==> src/rtl/adc_cmd_sequencer.sv <==
// Host command sequencer in front of the ADC power/control FSM: validates each command,
// pulses one control strobe, waits for the target state and returns one response byte.
// Optional build macro: ADC_CMD_STATUS_QUERY_EN enables the 0x10 status query command.
module adc_cmd_sequencer #(
  parameter logic [23:0] TIMEOUT_CYCLES = 24'd12_000_000,
  parameter int          ST_W           = 4
) (
  input  logic            Clock,
  input  logic            Reset,
  input  logic            CmdValid,
  input  logic [7:0]      CmdCode,
  output logic            CmdReady,
  input  logic [ST_W-1:0] AdcState,
  output logic            adcPwrOn,
  output logic            adcPwrOff,
  output logic            adcSleep,
  output logic            adcWake,
  output logic            adcRunCal,
  output logic            RespValid,
  output logic [7:0]      RespCode,
  input  logic            RespReady,
  output logic            Busy
);

  localparam logic [ST_W-1:0] ST_OFF      = ST_W'(0);
  localparam logic [ST_W-1:0] ST_CAL      = ST_W'(6);
  localparam logic [ST_W-1:0] ST_SAMPLING = ST_W'(8);
  localparam logic [ST_W-1:0] ST_LOW_PWR  = ST_W'(10);

  localparam logic [7:0] RESP_UNKNOWN  = 8'hE0;
  localparam logic [7:0] RESP_PRECOND  = 8'hE1;
  localparam logic [7:0] RESP_TIMEOUT  = 8'hE2;

  // Strobe mask bit order: {run_cal, wake, sleep, pwr_off, pwr_on}
  localparam logic [4:0] STB_PWR_ON  = 5'b00001;
  localparam logic [4:0] STB_PWR_OFF = 5'b00010;
  localparam logic [4:0] STB_SLEEP   = 5'b00100;
  localparam logic [4:0] STB_WAKE    = 5'b01000;
  localparam logic [4:0] STB_RUN_CAL = 5'b10000;

  typedef enum logic [2:0] {
    S_IDLE,
    S_CHECK,
    S_PULSE,
    S_WAIT,
    S_RESP
  } state_t;

  state_t            state, next_state;
  logic [7:0]        cmd_code;
  logic [ST_W-1:0]   start_state;
  logic [23:0]       timer;
  logic              seen_cal;
  logic [7:0]        resp_code;

  logic              resp_load;
  logic [7:0]        resp_next;

  logic              cmd_known;
  logic              pre_ok;
  logic [4:0]        stb_mask;
  logic [ST_W-1:0]   target;
  logic              is_cal;
  logic              timeout_hit;
  logic              at_target;
  logic              stb_en;

`ifdef ADC_CMD_STATUS_QUERY_EN
  logic              is_query;
  logic [3:0]        st_lo;

  assign st_lo = 4'(AdcState);
`endif

  // Command decode from the latched byte and the state captured at accept time.
  // NOTE: every combinational output gets a default first so no path infers a latch.
  always_comb begin
    cmd_known = 1'b0;
    pre_ok    = 1'b0;
    stb_mask  = '0;
    target    = ST_OFF;
    is_cal    = 1'b0;
`ifdef ADC_CMD_STATUS_QUERY_EN
    is_query  = 1'b0;
`endif
    case (cmd_code)
      8'h01: begin
        cmd_known = 1'b1;
        pre_ok    = (start_state == ST_OFF);
        stb_mask  = STB_PWR_ON;
        target    = ST_SAMPLING;
      end
      8'h02: begin
        cmd_known = 1'b1;
        pre_ok    = (start_state == ST_SAMPLING) || (start_state == ST_LOW_PWR);
        stb_mask  = STB_PWR_OFF;
        target    = ST_OFF;
      end
      8'h03: begin
        cmd_known = 1'b1;
        pre_ok    = (start_state == ST_SAMPLING);
        stb_mask  = STB_SLEEP;
        target    = ST_LOW_PWR;
      end
      8'h04: begin
        cmd_known = 1'b1;
        pre_ok    = (start_state == ST_LOW_PWR);
        stb_mask  = STB_WAKE;
        target    = ST_SAMPLING;
      end
      8'h05: begin
        cmd_known = 1'b1;
        pre_ok    = (start_state == ST_SAMPLING);
        stb_mask  = STB_RUN_CAL;
        target    = ST_SAMPLING;
        is_cal    = 1'b1;
      end
`ifdef ADC_CMD_STATUS_QUERY_EN
      8'h10: begin
        cmd_known = 1'b1;
        is_query  = 1'b1;
      end
`endif
      default: ;
    endcase
  end

  assign timeout_hit = (timer >= (TIMEOUT_CYCLES - 24'd1));
  assign at_target   = is_cal ? (seen_cal && (AdcState == ST_SAMPLING))
                              : (AdcState == target);

  always_comb begin
    next_state = state;
    resp_load  = 1'b0;
    resp_next  = resp_code;
    case (state)
      S_IDLE: begin
        if (CmdValid) next_state = S_CHECK;
      end
      S_CHECK: begin
        resp_load  = 1'b1;
        next_state = S_RESP;
        if (!cmd_known) begin
          resp_next = RESP_UNKNOWN;
        end
`ifdef ADC_CMD_STATUS_QUERY_EN
        else if (is_query) begin
          resp_next = {4'h4, st_lo};
        end
`endif
        else if (!pre_ok) begin
          resp_next = RESP_PRECOND;
        end else begin
          resp_load  = 1'b0;
          next_state = S_PULSE;
        end
      end
      S_PULSE: begin
        if (timeout_hit) begin
          resp_load  = 1'b1;
          resp_next  = RESP_TIMEOUT;
          next_state = S_RESP;
        end else if (AdcState != start_state) begin
          next_state = S_WAIT;
        end
      end
      S_WAIT: begin
        // A late success in the timeout cycle still reports success.
        if (at_target) begin
          resp_load  = 1'b1;
          resp_next  = {1'b1, cmd_code[6:0]};
          next_state = S_RESP;
        end else if (timeout_hit) begin
          resp_load  = 1'b1;
          resp_next  = RESP_TIMEOUT;
          next_state = S_RESP;
        end
      end
      S_RESP: begin
        if (RespReady) next_state = S_IDLE;
      end
      default: next_state = S_IDLE;
    endcase
  end

  // NOTE: sequential state uses non-blocking assignments so every register samples pre-edge values.
  always_ff @(posedge Clock) begin
    if (Reset) begin
      state       <= S_IDLE;
      cmd_code    <= 8'h00;
      start_state <= '0;
      timer       <= '0;
      seen_cal    <= 1'b0;
      resp_code   <= 8'h00;
    end else begin
      state <= next_state;

      if (state == S_IDLE && CmdValid) begin
        cmd_code    <= CmdCode;
        start_state <= AdcState;
      end

      if (state == S_CHECK) begin
        timer    <= '0;
        seen_cal <= 1'b0;
      end else if (state == S_PULSE || state == S_WAIT) begin
        if (timer != '1) timer <= timer + 24'd1;
        if (AdcState == ST_CAL) seen_cal <= 1'b1;
      end

      if (resp_load) resp_code <= resp_next;
    end
  end

  // Strobes are decoded from state so the timeout can pull them low in the same cycle.
  assign stb_en    = (state == S_PULSE) && !timeout_hit;
  assign adcPwrOn  = stb_en & stb_mask[0];
  assign adcPwrOff = stb_en & stb_mask[1];
  assign adcSleep  = stb_en & stb_mask[2];
  assign adcWake   = stb_en & stb_mask[3];
  assign adcRunCal = stb_en & stb_mask[4];

  assign CmdReady  = (state == S_IDLE) && !Reset;
  assign RespValid = (state == S_RESP);
  assign RespCode  = resp_code;
  assign Busy      = (state == S_CHECK) || (state == S_PULSE) || (state == S_WAIT);

endmodule

==> config.mk <==
export PLATFORM = sky130hd
export DESIGN_NAME = adc_cmd_sequencer
export DESIGN_NICKNAME = d
export VERILOG_FILES = /design/src/rtl/adc_cmd_sequencer.sv
export SDC_FILE = /design/constraint.sdc
export NUM_CORES = 1
export LEC_CHECK = 0
export CAP_MARGIN = 30
export CORE_UTILIZATION = 47
export CTS_BUF_LIST = sky130_fd_sc_hd__clkbuf_2
export DETAILED_ROUTE_END_ITERATION = 7
export HOLD_SLACK_MARGIN = 0.02
export PLACE_DENSITY = 0.82
export SYNTH_ARGS = -nofsm -noshare
export SYNTH_HDL_FRONTEND = slang
export SYNTH_SLANG_ARGS = --single-unit
==> constraint.sdc <==
create_clock -name Clock -period 4.1 [get_ports Clock]
set_input_delay 0.41 -clock Clock [delete_from_list [all_inputs] [get_ports Clock]]
set_output_delay 0.41 -clock Clock [all_outputs]
set_load 0.005 [all_outputs]
# Word level (Yosys, flattened, before mapping)
# Index checks and enable logic that the tools add are counted.
# classes
add_sub_neg	1
order_cmp	1
n_mul	0
bitwise	5
n_reduce_logical	21
shift	0
n_mux	25
n_eq_ne	21
div_mod_pow	0
# op_table
operator	n
$mux 8	4
$pmux 5 s5	1
$add 24x1->24 const B	1
$ge 24x24->1 const B	1
$mux 3	8
$ne 24x24->1 const B	1
$pmux 8 s3	1
$eq 8x2->1 const B	2
$eq 8x3->1 const B	2
$pmux 3 s5	1
$eq 4x4->1 const B	3
$ne 3x3->1 const B	3
$eq 8x1->1 const B	1
$pmux 4 s2	1
$mux 1	7
$eq 3x2->1 const B	2
$and 1x1->1	5
$reduce_or 5->1	1
$eq 4x3->1 const B	1
$eq 4x4->1	1
$logic_and 1x1->1	4
$logic_not 4->1	1
$logic_or 1x1->1	4
$ne 4x4->1	1
other kinds (14)	17
# word_totals
input_bits	16
elab_cells	80
ramBits	0
rom_bits	0
memories	0
regBits	48
latch_bits	0

# Depth between registers and ports, before layout
# Gate-level depths: netlist of the first run.
# depth
ltp_word	8
mapped_depth	8
depth_no_buf	7

# Worst setup path before layout of the first run
# No wires, ideal clock.
# synth_timing
path_type	reg2reg
from	register cmd_code[0]
to	register resp_code[5] (netlist: RespCode[5])
required_time_ps	3981
synth_period_minus_slack_ps	2147
path_stages_with_launch	9
arrival_ps	2028
n_path_buf	2
setup_slack_ps	1953
path_cell_list	dfxtp_1 > buf_6 > or4b_1 > or3_4 > o21ai_1 > or3_1 > buf_6 > nand3b_4 > o221a_2
# synth_between
elab_chain_len	8
word_cells_on_any_way	23
# synth_lines
item	line	text
start, declared	50	logic [7:0] cmd_code;
start signal, assigned	199	cmd_code <= CmdCode;
$eq 8x3->1 or $eq 8x1->1 (tied branches)	86	case (cmd_code)
$reduce_or 3->1 (no source line)	--	
$pmux 4 s2	86	
$eq 4x4->1	130	: (AdcState == target);
$mux 1	129	assign at_target = is_cal ? (seen_cal && (AdcState == ST_SAMPLING))
$mux 1	169	if (at_target) begin
$pmux 1 s3	136	case (state)
$reduce_and 3->1 (no source line)	--	
end signal, assigned	211	if (resp_load) resp_code <= resp_next;
end, declared	54	logic [7:0] resp_code;
# Parallel ways exist; a longest one is shown, timed or not.
# A chain may end at the register's enable or synchronous reset.

# Worst setup path in the final report of the first run
# layout_timing
from	register timer[14]
to	output port adcPwrOff
# layout_between
elab_chain_len	4
# layout_lines
item	line	text
start, declared	52	logic [23:0] timer;
start signal, assigned	207	if (timer != '1) timer <= timer + 24'd1;
$ge 24x24->1	128	assign timeout_hit = (timer >= (TIMEOUT_CYCLES - 24'd1));
$logic_not 1->1	216	assign stb_en = (state == S_PULSE) && !timeout_hit;
$logic_and 1x1->1	216	
$and 1x1->1	218	assign adcPwrOff = stb_en & stb_mask[1];
end, declared	15	output logic adcPwrOff,
# No other way between the ends.

==> results of run 1 <==
[flip-flops by register name, indices dropped and copies added (netlist names)]
name and count:
RespCode 8, cmd_code 8, seen_cal 1, start_state 4, state 3, timer 24
[synth_stat cells, types with 2 or more instances]
cell type | number | area, um2
nor2_1 | 34 | 127.6
a31oi_1 | 3 | 18.77
nand2b_1 | 5 | 31.28
dfxtp_1 | 48 | 960.9
nand3_1 | 13 | 65.06
o21ai_0 | 5 | 25.02
inv_1 | 7 | 26.28
o221a_2 | 3 | 33.78
and2_1 | 5 | 31.28
o21a_1 | 3 | 22.52
nor3_1 | 9 | 45.04
mux2i_1 | 3 | 30.03
nand4_1 | 3 | 18.77
nor2b_1 | 3 | 18.77
and4_1 | 5 | 43.79
nor4_1 | 7 | 43.79
a21oi_1 | 19 | 95.09
xnor2_1 | 14 | 122.6
o32ai_1 | 4 | 35.03
or3_1 | 5 | 31.28
buf_6 | 2 | 22.52
or2_2 | 2 | 12.51
nand3b_1 | 2 | 15.01
nand2_1 | 42 | 157.7
clkbuf_1 | 10 | 37.54
and3_1 | 9 | 56.30
xor2_1 | 12 | 105.1
[area by class of cell]
class / instances / area, um2 / area share
clock inverters: 1 / 5.005 / 0.001774
inverters: 8 / 30.03 / 0.01064
multi-input cells: 232 / 1394 / 0.4940
clock buffers: 6 / 30.03 / 0.01064
repair buffers: 32 / 317.8 / 0.1126
flip-flops and latches: 48 / 960.9 / 0.3406
well taps: 67 / 83.83 / 0.02971
[metal layers]
metal,vias up,GRT usage
li1,1107,-
met1,1028,0.3048
met2,64,0.3404
met3,7,0.02981
met4,0,0.08333
met5,-,0
[power by group]
part           internal (mW)  total (mW)  switching, mW
Combinational         0.0665       0.137         0.0704
Clock                 0.0406       0.190          0.149
Sequential             0.485       0.508         0.0235
Total                  0.592       0.835          0.243
[tightest hold or removal path, delay by kind of cell (launching register included)]
| family | cells | cell delay [ns] |
|---|---|---|
| multiplexers | 1 | 0.05 |
| flip-flops | 1 | 0.37 |
| AND/OR/NAND/NOR | 1 | 0.05 |
[cells by family (layout without fill, tap and decap cells)]
| kind of cell | Yosys count | after routing | synth area share |
|---|---|---|---|
| flops | 48 | 48 | 0.3930 |
| xor+xnor | 26 | 26 | 0.09314 |
| compound gates | 50 | 50 | 0.1402 |
| mux | 3 | 3 | 0.01228 |
| fa+ha+maj | 1 | 1 | 0.005117 |
| buf+inv | 20 | 47 | 0.03685 |
| simple gates | 152 | 152 | 0.3193 |
[cells in the final DEF (no fill, tap or decap), types with 2 or more instances in the layout]
cell             netlist  final
a21oi_1               19     19
a31oi_1                3      3
and2_1                 5      5
and3_1                 9      9
and4_1                 5      5
clkbuf_2               0      6
clkdlybuf4s50_1        0     31
dfxtp_1               48     48
inv_1                  7      7
mux2i_1                3      3
nand2_1               42     42
nand2b_1               5      5
nand3_1               13     13
nand3b_1               2      2
nand4_1                3      3
nor2_1                34     34
nor2b_1                3      3
nor3_1                 9      9
nor4_1                 7      7
o21a_1                 3      3
o21ai_0                5      5
o221a_2                3      3
o32ai_1                4      4
or2_2                  2      2
or3_1                  5      5
xnor2_1               14     14
xor2_1                12     12
[through the flow]
stage,util,cells
finish,0.5819,394
floorplan,-,300
global placement,0.5747,387
detailed placement,0.5747,387
CTS,0.5819,394
global route,0.5819,394
[final timing paths]
| kind | cells past startpoint | end | startpoint | slack, ns |
|---|---|---|---|---|
| worst min register to register | 2 | RespCode[0] | RespCode[0] | 0.48 |
| worst min-delay path | 2 | RespCode[0] | RespCode[0] | 0.48 |
| worst max register to register | 6 | RespCode[5] | cmd_code[0] | 1.59 |
| worst max-delay path | 6 | adcPwrOff | timer[14] | 0.92 |
==> qor.yml, run 1 <==
drtIter0Drc: 205
cts_setup_buffers: 0
worstMarginPinSlew_ns: 0.7979
cap_violations: 0
grt_pass1_wl_mm: 9.294
synth-edff-count: 0
antennaDiodeCount: 0
period_share: 0.7765
drive_above_1_share: 0.05505
drt_pre_antenna_iters: 5
gr-total-overflow: 0
drc_errors: 0
timing.final.crit_period_ns: 3.183
synthFlopType: "dfxtp_1"
p_total_mw: 0.8349
port_buffers: 31
yosys_warnings: 0
slew_headroom: 0.4611
path_cells: "or3_1, a211o_1, o221ai_1, nand2_1, nor4_1, clkdlybuf4s50_1"
grt_pass1_vias: 2049
die_y_um: 74.13
chipWidth_um: 74.13
required_ns: 3.69
core-area_um2: 4848
crit_buf_inv: 1
grt_use_total: 0.2177
power_leakage_nw: 0.9906
ctsHoldBuffers: 0
critPathMaxFanout: 7
syn_to_final_growth_pct: 15.40
die_area_um2: 5495
crit_slowest_cell: "clkdlybuf4s50_1"
pre_cts_ws_ns: 1.455
rows: 25
setup_violations: 0
max_freq_mhz: 314.1
hold_viol_final: 0
initial_core_util: 0.5043
dpl.hpwl_mm: 3.867
hold_slack_ns: 0.4786
cp_slowest_stage_delay_ns: 0.57
ys_seq_elements: 48
path_class: "flop to output port"
viasPerCell: 5.599
end_kind: "output port"
clk_pin_slew_worst_paths_ns: 0.23
cts-resized-gates: 0
finalWirelength_mm: 5.356
slew_violations: 0
start_kind: "flop"
synthesis.area_um2: 2445
async_flop_share: 0
skew_ns: 0.007917
post_dp_cell_area_um2: 2786
power_density_nw_per_um2: 295.9
wl_met3_um: 233
place_congestion: 0.9481
wl_per_cell_um: 13.59
antenna_found_initial: 0
ant_nets: 0
avgSynthCellArea_um2: 8.149
root_buffer: "clkbuf_2"
syn_inst: 300
hold_path_class: "flop to flop"
num-fill-cells: 471
cts_sinks: 48
setup_ws_ns: 0.9165
critPathArrivalTime_ns: 2.77
ios: 32
rsz0062_at_grt: "false"
dr.max_layer_used: "met4"
wl_met1_mm: 2.639
setup_tns_ns: 0
ys_seq_area_frac: 0.3930
clk_latency_ns: 0.42
fin_nets: 344
cts_buffers: 5
wl_met2_mm: 2.398
outcome: "complete, no violations"
vias: 2206
path_delay_family: "simple AND/OR/NAND/NOR gates"
synth_fp_nets: 317
clk_path_buf_depth: 2
yosysUniqueCellTypes: 50
vdd_ir_drop_max_mv: 0.1339
htreeDepth: 2
cts_tree: "yes"
grt_max_degree: 26
stdcell_area_um2: 2821
Power figures use the tool's default switching activity.
==> run 2: changes to the inputs <==
- PLACE_DENSITY: 0.82 -> 0.84
- clock period: 4.1 -> 2.8 ns (I/O delays scaled with it)
==> qor.yml, run 2 (synthesized netlist as in run 1, its figures left out) <==
root_buffer: "clkbuf_2"
drc_errors: 0  # unchanged
grt_pass1_wl_mm: 9.087  # -2.2%
outcome: "complete, no violations"
worstMarginPinSlew_ns: 0.7738  # -0.02406 ns
die_y_um: 74.13  # unchanged
path_class: "flop to output port"
end_kind: "output port"
slew_violations: 0  # unchanged
drt_pre_antenna_iters: 4  # -1
port_buffers: 31  # unchanged
wl_per_cell_um: 14.50  # +6.6%
gr-total-overflow: 0  # unchanged
chipWidth_um: 74.13  # unchanged
grt_max_degree: 26  # unchanged
num-fill-cells: 432  # -8.3%
timing.final.crit_period_ns: 2.701
setup_ws_ns: 0.09939  # -0.8171 ns
finalWirelength_mm: 5.856  # +9.3%
htreeDepth: 2  # unchanged
core-area_um2: 4848  # unchanged
cts_buffers: 5  # unchanged
drive_above_1_share: 0.1157  # +0.06068
start_kind: "flop"
critPathMaxFanout: 7  # unchanged
pre_cts_ws_ns: 0.2877  # -1.167 ns
hold_path_class: "input pin to flop"
dpl.hpwl_mm: 4.050  # +4.7%
top_register: "timer"
critPathArrivalTime_ns: 2.42  # -0.35 ns
grt_use_total: 0.2179  # about the same
skew_ns: 0.02471  # +0.01680 ns
final_cell_mix: "dfxtp_1, nand2_1, nor2_1"
die_area_um2: 5495  # unchanged
vias: 2307  # +4.6%
initial_core_util: 0.5043  # unchanged
clk_pin_slew_worst_paths_ns: 0.26  # +0.03 ns
ant_nets: 0  # unchanged
cts_tree: "yes"
setup_tns_ns: 0  # unchanged
ios: 32  # unchanged
grt_pass1_vias: 1999  # -2.4%
cap_violations: 0  # unchanged
largest_register_ffs: 24  # unchanged
fin_nets: 353  # +2.6%
final_common_cell: "dfxtp_1"
rows: 25  # unchanged
syn_to_final_growth_pct: 20.42
clk_path_buf_depth: 2  # unchanged
power_leakage_nw: 1.083  # +9.3%
antennaDiodeCount: 0  # unchanged
vdd_ir_drop_max_mv: 0.2660  # +99%
clk_latency_ns: 0.45  # +0.03 ns
period_share: 0.9645
cts_sinks: 48  # unchanged
setup_violations: 0  # unchanged
hold_viol_final: 0  # unchanged
place_congestion: 0.9285  # -2.1%
required_ns: 2.52  # -1.17 ns
viasPerCell: 5.710  # +2.0%
slew_headroom: 0.4774  # +0.01625
power_density_nw_per_um2: 422.7  # +43%
antenna_found_initial: 0  # unchanged
max_freq_mhz: 370.3
drtIter0Drc: 151  # -26%
-- run 2: stage by stage --
step,hold slack (ns),cell area (um2),power [mW],util,cells
final,0.3413,2944,1.244,0.6072,404
after global routing,0.3201,2944,1.308,0.6072,404
after CTS,0.3465,2908,1.244,0.5997,401
after detailed placement,0.4543,2801,0.9622,0.5778,389
after global placement,0.4485,2801,0.9549,0.5778,389
after floorplan,0.4160,2445,0.8761,-,300
-- run 2: what timing repair did --
item / CTS / global route
resized for setup: 12 / 9
setup endpoints to repair: 5 / 4
hold buffers: 0 / 0
hold endpoints to repair: 0 / 0
pin swaps: 1 / 4
setup buffers: 4 / 3
-- run 2: final cells by class --
class	count	area, um2	share of cell area
multi-input cells	232	1446	0.4913
flip-flops and latches	48	963.4	0.3272
repair buffers	41	379.1	0.1288
well taps	67	83.83	0.02847
clock buffers	6	30.03	0.01020
inverters	8	30.03	0.01020
clock inverters	2	11.26	0.003825
-- run 2: final timing paths --
| kind | from | end | slack (ns) | cells past startpoint |
|---|---|---|---|---|
| setup / recovery | timer[13] | adcRunCal | 0.1 | 7 |
| setup reg to reg | cmd_code[5] | RespCode[5] | 0.36 | 6 |
| hold / removal | CmdCode[4] | cmd_code[4] | 0.34 | 3 |
| hold reg to reg | RespCode[0] | RespCode[0] | 0.48 | 2 |
-- run 2: power breakdown --
group / switching (mW) / internal (mW)
combinational: 0.114 / 0.100
clock: 0.226 / 0.0621
sequential: 0.0319 / 0.710
total: 0.372 / 0.872
-- run 2: worst max-delay path: stages (launching register included) --
cell and delay [ns]:
dfxtp_2 0.37, or3_4 0.38, a211o_1 0.24, o221ai_2 0.27, nand2_4 0.12, buf_4 0.16
nor3_2 0.18, dlygate4sd2_1 0.27
-- run 2: routing by layer --
layer / up-vias / global-route usage / routed length [um]
met1: 1083 / 0.2916 / 2645
li1: 1128 / - / -
met5: - / 0 / 0
met3: 11 / 0.05827 / 403
met2: 85 / 0.3242 / 2680
met4: 0 / 0.1068 / 126
==> run 3: changes to the inputs <==
- CORE_UTILIZATION: 47 -> 51
- PLACE_DENSITY: 0.84 -> 0.9
==> qor.yml, run 3 (synthesized netlist as in run 1, its figures left out) <==
outcome: "finished with violations"
failed_checks: "design-rule violations"
slew_violations: 0  # unchanged
clk_path_buf_depth: 2  # unchanged
final_common_cell: "dfxtp_1"
r2r-start: "cmd_code[7]"
core-area_um2: 4474  # -7.7%
hold_path_depth: 3  # unchanged
ios: 32  # unchanged
stdcell_area_um2: 2897  # -1.6%
grt_pass1_wl_mm: 9.515  # +4.7%
num-fill-cells: 360  # -17%
path_cells: "or3_1, a211o_1, o221ai_2, nand2_2, buf_4, nor4_1, clkbuf_2"
setup_violations: 0  # unchanged
grt_use_total: 0.2329  # +0.01496
timing.final.crit_period_ns: 2.716  # +0.01585 ns
final_cell_mix: "dfxtp_1, nand2_1, nor2_1"
vias: 2226  # -3.5%
largest_register_ffs: 24  # unchanged
drt_pre_antenna_iters: 6  # +2
grt_pass1_vias: 2031  # +1.6%
syn_to_final_growth_pct: 18.47
required_ns: 2.52  # about the same
grt_max_degree: 26  # unchanged
slew_headroom: 0.4372  # -0.04023
antenna_found_initial: 0  # unchanged
utilization: 0.6474  # +0.04014
max_freq_mhz: 368.1  # -0.58%
finalWirelength_mm: 5.464  # -6.7%
cts_sinks: 48  # unchanged
path_class: "flop to output port"
wl_per_cell_um: 14.08  # -2.8%
hold_viol_final: 0  # unchanged
worstMarginPinSlew_ns: 0.8334  # +0.05957 ns
viasPerCell: 5.737  # +0.47%
fin_nets: 352  # -0.28%
dpl.hpwl_mm: 3.906  # -3.6%
setup_tns_ns: 0  # unchanged
whs_endpoint: "cmd_code[0]"
clk_pin_slew_worst_paths_ns: 0.22  # -0.04 ns
cp_slowest_stage_delay_ns: 0.40  # +0.02 ns
power_density_nw_per_um2: 424.8  # +0.51%
rr_endpoint: "RespCode[3]"
port_buffers: 31  # unchanged
cts_buffers: 5  # unchanged
start_kind: "flop"
rr_worst_depth: 6  # unchanged
gr-total-overflow: 0  # unchanged
root_buffer: "clkbuf_2"
place_congestion: 0.9525  # +2.6%
antennaDiodeCount: 0  # unchanged
vdd_ir_drop_max_mv: 0.2878  # +8.2%
top_register: "timer"
drive_above_1_share: 0.1042  # -0.01156
critPathMaxFanout: 4  # -3
power_leakage_nw: 1.092  # +0.84%
end_kind: "output port"
initial_core_util: 0.5464  # +0.04216
htreeDepth: 2  # unchanged
ant_nets: 0  # unchanged
critPathArrivalTime_ns: 2.44  # +0.02 ns
chipWidth_um: 71.24  # -3.9%
clk_latency_ns: 0.44  # about the same
period_share: 0.9702  # +0.005662
hold_path_class: "input pin to flop"
crit_slowest_cell: "or3_1"
cts_tree: "yes"
die_y_um: 71.24  # -3.9%
rows: 24  # -4.0%
drc_errors: 1  # +1
die_area_um2: 5074  # -7.6%
cap_violations: 0  # unchanged
skew_ns: 0.02057  # -0.004146 ns
drtIter0Drc: 226  # +50%
hold_start: "CmdCode[0]"
post_dp_cell_area_um2: 2783  # -0.67%
rrSetupSlack_ns: 0.32  # -0.04 ns
-- run 3: cell types whose count changed in the layout (fill, tap and decap cells not counted), sizes merged --
cell | previous run | this run
buf | 10 | 9
dlygate4sd2 | 1 | 0
dlymetal6s2s | 2 | 3
-- run 3: worst max-delay path: cells and delay by family, from the launching register on --
kind / cells / cell delay, ns
DFF: 1 / 0.36
buffers and inverters: 2 / 0.36
and+or+nand+nor: 3 / 0.81
AOI/OAI and AO/OA: 2 / 0.49
-- run 3: layer usage --
| layer | GRT usage | share of wire |
|---|---|---|
| met2 | 0.3471 | 0.44 |
| met1 | 0.3372 | 0.48 |
| met5 | 0 | 0 |
| met4 | 0.09333 | 0.017 |
| met3 | 0.03657 | 0.068 |
-- run 3: metrics by stage --
stage	hold slack (ns)	setup slack [ns]	power (mW)	std cells
floorplan	0.4160	0.6531	0.8761	300
global route	0.3575	-0.07470	1.287	388
detailed placement	0.4633	0.2651	0.9599	374
global placement	0.4473	0.3512	0.9540	374
CTS	0.3669	-0.004177	1.232	384
finish	0.3612	0.08354	1.231	388
-- run 3: worst max path at each step --
stage / startpoint / endpoint / slack, ns / depth (start not counted)
floorplan: cmd_code[0] / RespCode[5] / 0.65 / 8
global placement: timer[14] / adcPwrOff / 0.35 / 6
detailed placement: timer[14] / adcPwrOff / 0.27 / 6
CTS: timer[14] / adcRunCal / -0.004 / 6
global route: timer[13] / adcWake / -0.07 / 7
finish: timer[13] / adcWake / 0.08 / 7
-- run 3: layout make-up --
class	instances	area (um2)	share of cell area
multi-input cells	232	1419	0.4898
flip-flops and latches	48	965.9	0.3335
repair buffers	40	375.4	0.1296
well taps	52	65.06	0.02246
clock buffers	6	30.03	0.01037
inverters	8	30.03	0.01037
clock inverters	2	11.26	0.003888
-- run 3: power breakdown --
part | internal (mW) | switching, mW | total, mW
Clock | 0.0621 | 0.219 | 0.281
Combinational | 0.0999 | 0.109 | 0.209
Sequential | 0.709 | 0.0321 | 0.741
-- run 3: repair_timing --
item | CTS | global route
endpoints found under the setup margin | 5 | 3
pin swaps | 0 | 3
hold buffers | 0 | 0
buffers inserted | 2 | 4
resized for setup | 8 | 9
